## config.mk

```make
export PLATFORM = sky130hd
export DESIGN_NAME = imem_ctrl
export DESIGN_NICKNAME = d
export VERILOG_FILES = /design/src/rtl/imem_ctrl_pkg.sv /design/src/rtl/imem_ctrl.sv
export SDC_FILE = /design/constraint.sdc
export NUM_CORES = 1
export LEC_CHECK = 0
export CAP_MARGIN = 20
export CELL_PAD_IN_SITES_DETAIL_PLACEMENT = 0
export CELL_PAD_IN_SITES_GLOBAL_PLACEMENT = 1
export CORE_ASPECT_RATIO = 1.1
export CORE_MARGIN = 8
export CORE_UTILIZATION = 24
export DETAILED_ROUTE_END_ITERATION = 8
export MAX_ROUTING_LAYER = met4
export PLACE_DENSITY_LB_ADDON = 0.1
export REMOVE_ABC_BUFFERS = 1
export SYNTH_ARGS = -nofsm -noshare
export SYNTH_HDL_FRONTEND = slang
export SYNTH_SLANG_ARGS = --single-unit
```

## constraint.sdc

```tcl
create_clock -name clk -period 2.95 [get_ports clk]
set_input_delay 0.7375 -clock clk [delete_from_list [all_inputs] [get_ports clk]]
set_output_delay 0.7375 -clock clk [all_outputs]
set_load 0.01 [all_outputs]
```

## src/rtl/imem_ctrl_pkg.sv

```systemverilog
// Shared definitions for the instruction-memory controller: controller states,
// instruction width and the fault-response instruction.
package imem_ctrl_pkg;

    localparam int unsigned INST_W = 32;

    // addi x0,x0,0 -- returned in place of a faulting fetch
    localparam logic [INST_W-1:0] NOP_INST = 32'h0000_0013;

    typedef enum logic [1:0] {
        ST_CLEAR,
        ST_IDLE,
        ST_LOAD,
        ST_RUN
    } state_e;

endpackage

```

## src/rtl/imem_ctrl.sv

```systemverilog
// Sequences the single-port instruction memory: wipe after reset, program load
// from the boot loader, then 1-cycle-latency instruction fetch for the core.
module imem_ctrl
    import imem_ctrl_pkg::*;
#(
    parameter int DEPTH = 64,
    parameter int AW    = 6
) (
    input  logic              clk,
    input  logic              rst,
    input  logic              start_load,
    input  logic              ld_valid,
    input  logic [INST_W-1:0] ld_data,
    input  logic              ld_last,
    output logic              ld_ready,
    input  logic              fetch_req,
    input  logic [31:0]       fetch_addr,
    output logic              fetch_ready,
    output logic              fetch_valid,
    output logic [INST_W-1:0] fetch_inst,
    output logic              fetch_err,
    output logic              mem_en,
    output logic              mem_we,
    output logic [AW-1:0]     mem_addr,
    output logic [INST_W-1:0] mem_wdata,
    input  logic [INST_W-1:0] mem_rdata,
    output logic              core_run,
    output logic              load_ovf
);

    localparam logic [AW-1:0] LAST_ADDR  = AW'(DEPTH - 1);
    localparam logic [31:0]   BYTE_LIMIT = 32'(4 * DEPTH);

    state_e            state_q, state_d;
    logic [AW-1:0]     addr_q, addr_d;      // clear counter in CLEAR, write pointer in LOAD
    logic              ovf_q, ovf_d;
    logic              valid_q, err_q, rd_pend_q;
    logic [INST_W-1:0] inst_q;

    logic              fetch_acc;
    logic              fetch_fault;

    assign fetch_fault = (fetch_addr[1:0] != 2'b00) || (fetch_addr >= BYTE_LIMIT);

    // NOTE: every output and next-state signal gets a default before the case,
    // so no path through this block can leave one unassigned and infer a latch.
    always_comb begin
        state_d     = state_q;
        addr_d      = addr_q;
        ovf_d       = ovf_q;
        ld_ready    = 1'b0;
        fetch_ready = 1'b0;
        core_run    = 1'b0;
        mem_en      = 1'b0;
        mem_we      = 1'b0;
        mem_addr    = addr_q;
        mem_wdata   = '0;
        fetch_acc   = 1'b0;

        case (state_q)
            ST_CLEAR: begin
                // Gated by rst so the port stays quiet while reset is held.
                mem_en = rst;
                mem_we = rst;
                addr_d = addr_q + 1'b1;
                if (addr_q == LAST_ADDR) state_d = ST_IDLE;
            end
            ST_IDLE: begin
                if (start_load) begin
                    state_d = ST_LOAD;
                    addr_d  = '0;
                    ovf_d   = 1'b0;
                end
            end
            ST_LOAD: begin
                ld_ready = 1'b1;
                if (ld_valid) begin
                    mem_en    = 1'b1;
                    mem_we    = 1'b1;
                    mem_wdata = ld_data;
                    addr_d    = addr_q + 1'b1;
                    if (ld_last) begin
                        state_d = ST_RUN;
                    end else if (addr_q == LAST_ADDR) begin
                        ovf_d   = 1'b1;
                        state_d = ST_RUN;
                    end
                end
            end
            ST_RUN: begin
                if (start_load) begin
                    // A reload pre-empts any fetch offered in the same cycle.
                    state_d = ST_LOAD;
                    addr_d  = '0;
                    ovf_d   = 1'b0;
                end else begin
                    core_run    = 1'b1;
                    fetch_ready = 1'b1;
                    if (fetch_req) begin
                        fetch_acc = 1'b1;
                        if (!fetch_fault) begin
                            mem_en   = 1'b1;
                            mem_addr = fetch_addr[AW+1:2];
                        end
                    end
                end
            end
            default: state_d = ST_CLEAR;
        endcase
    end

    // NOTE: state registers use non-blocking assignments so every flop samples
    // the pre-edge values regardless of statement order.
    always_ff @(posedge clk or negedge rst) begin
        if (!rst) begin
            state_q   <= ST_CLEAR;
            addr_q    <= '0;
            ovf_q     <= 1'b0;
            valid_q   <= 1'b0;
            err_q     <= 1'b0;
            rd_pend_q <= 1'b0;
            inst_q    <= '0;
        end else begin
            state_q   <= state_d;
            addr_q    <= addr_d;
            ovf_q     <= ovf_d;
            valid_q   <= fetch_acc;
            err_q     <= fetch_acc && fetch_fault;
            rd_pend_q <= fetch_acc && !fetch_fault;
            // A fault response wins: the read data returning this cycle is
            // already presented combinationally and needs no capture.
            if (fetch_acc && fetch_fault) begin
                inst_q <= NOP_INST;
            end else if (rd_pend_q) begin
                inst_q <= mem_rdata;
            end
        end
    end

    // Read data is forwarded in its response cycle and held afterwards.
    assign fetch_inst  = rd_pend_q ? mem_rdata : inst_q;
    assign fetch_valid = valid_q;
    assign fetch_err   = err_q;
    assign load_ovf    = ovf_q;

endmodule
```

==> flow_summary.json <==
{
  "outcome": "finished, violations left",
  "violations": "setup timing",
  "stdcell_count": 533,
  "grt_pass1_wl_um": 13750,
  "insertion_delay_ps": 300,
  "overflow": 0,
  "initial_core_util": 0.2439,
  "rows": 38,
  "drt_iter0_drc": 69,
  "cp.required_ps": 2210,
  "ys_warn_count": 0,
  "synth.avg_cell_area_um2": 10.66,
  "maxSlewViolCount": 0,
  "antenna_found_initial": 0,
  "cap_violations": 0,
  "async_flop_share": 1.000,
  "grt_max_degree": 45,
  "rsz0062_at_grt": "true",
  "p_per_area_nw_per_um2": 393.0,
  "finalWirelength_um": 8756,
  "core_um2": 9747,
  "cts_tree": "done",
  "crit_type": "in2out",
  "drtAntennaViolNets": 0,
  "min_period_ps": 3036,
  "fmax_mhz": 329.4,
  "cts.sinks": 44,
  "hp-class": "reg2reg",
  "synth_top_cell_area_share": 0.4632,
  "final_cell_area_um2": 4584,
  "die_w_um": 110.9,
  "synth_cells": 223,
  "cts-root-buf": "clkbuf_8",
  "synth_cell_type_count": 32,
  "wl_per_cell_um": 16.43,
  "seq_area_frac_synth": 0.4632,
  "arrival_ps": 2300,
  "grt_pass1_vias": 2471,
  "irDropWorstVdd_v": 0.0002848,
  "grt.total_usage": 0.1297,
  "slew_headroom": 0.6087,
  "drc_errors": 0,
  "placed_area_um2": 4367,
  "clock_skew_ps": 9.923,
  "fillers": 970,
  "drt-vias-per-instance": 4.386,
  "drive_above_1_share": 0.2494,
  "area_growth_pct": 92.84,
  "port_buffers": 179,
  "dieArea_um2": 13350,
  "dp_cells": 521,
  "n_antenna_cell": 0,
  "tightestPinTransition_ps": 587.0,
  "synth-edff-count": 0,
  "finalWorstSetupSlack_ps": -85.96,
  "firstDrtPassIters": 4,
  "synth_commonest_cells": "dfrtp_1, mux2_2, and3_1",
  "synth_top_cell_by_area": "dfrtp_1",
  "nets": 515,
  "ys_top_cells_by_area": "dfrtp_1, mux2_2, and3_1",
  "synth_most_common_cell": "dfrtp_1",
  "p_leak_nw": 2.112,
  "dp_hpwl_um": 6738,
  "cts_buffers": 5,
  "clkTransAtPathRegs_ps": 90,
  "num_vias": 2338,
  "final-hold-violation-count": 0,
  "path_max_fanout": 7,
  "end_kind": "output port",
  "ctsHoldBuffers": 0,
  "gp_congestion": 0.7033,
  "cp-start-kind": "input port",
  "period_share": 1.029,
  "clockBufferDepth": 2,
  "die_h_um": 120.4,
  "setup_viol": 6,
  "ys_ff_latch": 44,
  "pin_count": 180,
  "htree_levels": 2,
  "synth.cell_area_um2": 2377,
  "ys.flop_type": "dfrtp_1"
}
==> report_power, final <==
group	total, mW	internal, mW	switching (mW)
registers	0.693	0.644	0.0482
logic	0.626	0.390	0.236
clock network	0.484	0.255	0.228
total	1.80	1.29	0.512
==> layout by cell type (no fill, tap or decap), types with 5 or more instances in the layout <==
master	netlist	routed
buf_6	0	9
clkbuf_2	0	9
mux2_4	0	6
dlygate4sd2_1	0	6
nor2b_1	29	29
clkdlybuf4s50_1	0	143
clkbuf_8	0	5
a21oi_1	6	5
and3_1	33	33
mux2_2	38	32
buf_4	2	17
clkdlybuf4s15_1	0	6
o21ai_0	5	5
nand2_1	7	7
dfrtp_1	44	44
==> critical path: stages <==
cell	delay, ps
clkbuf_2	80
nor4_2	290
nand4_1	240
nor4_4	330
buf_6	190
mux2_4	310
buf_6	120
==> stage by stage <==
step | util | setup WS, ps | hold slack [ps] | setup TNS (ps) | power [mW]
after detailed placement | 0.4480 | -900.4 | 527.0 | -7703 | 1.307
after floorplan | - | 118.1 | 441.9 | 0 | 0.9053
after global placement | 0.4480 | -874.6 | 519.3 | -7291 | 1.303
after global routing | 0.4703 | -174.5 | 626.1 | -1026 | 1.909
final | 0.4703 | -85.96 | 544.0 | -507.7 | 1.802
after CTS | 0.4734 | -77.41 | 548.4 | -453.3 | 1.839
==> final cells by class <==
type / instances / area [um2] / share of cell area
Timing Repair Buffer: 199 / 1922 / 0.4192
Multi-Input combinational cell: 160 / 1289 / 0.2811
Sequential cell: 44 / 1101 / 0.2402
Tap cell: 120 / 150.1 / 0.03275
Clock buffer: 5 / 68.82 / 0.01501
Clock inverter: 3 / 46.29 / 0.01010
Inverter: 2 / 7.507 / 0.001638
==> metal layers <==
metal	part of all wire	global-route usage
met2	0.49	0.2163
met3	0.073	0.04061
met4	0.0074	0.02790
met1	0.43	0.1499
met5	0	-
==> what timing repair did <==
action                                 CTS  global route
endpoints found under the hold margin    0             0
setup endpoints to repair               41             7
cloned                                   1             0
buffers inserted                         3             0
gates resized for setup                100            21
pin swaps                               10             6
==> cell families after synthesis <==
logic type               Yosys count  synth area share
buffers and inverters             19           0.03316
multiplexers                      40            0.1884
XOR/XNOR                           4           0.01474
AO/OA/AOI/OAI                     15           0.03632
flip-flops                        44            0.4632
adder cells (fa/ha/maj)            1          0.005262
AND/OR/NAND/NOR                  100            0.2589
==> registers in the layout, indices dropped and copies added (netlist names) <==
| signal | count |
|---|---|
| fetch_valid | 1 |
| inst_q | 32 |
| state_q | 2 |
| addr_q | 6 |
| load_ovf | 1 |
| fetch_err | 1 |
| rd_pend_q | 1 |
==> path summary, 6_finish.rpt <==
check                               to  slack (ps)  depth (start not counted)            from
hold reg to reg               load_ovf         540                          2        load_ovf
max in group asynchronous   inst_q[15]        1970                          2             rst
setup / recovery           mem_addr[3]         -90                          7  fetch_addr[27]
setup reg to reg            inst_q[14]        1250                          7      state_q[0]
hold / removal                load_ovf         540                          2        load_ovf
min in group asynchronous   inst_q[13]         580                          2             rst
Power figures use the tool's default switching activity.
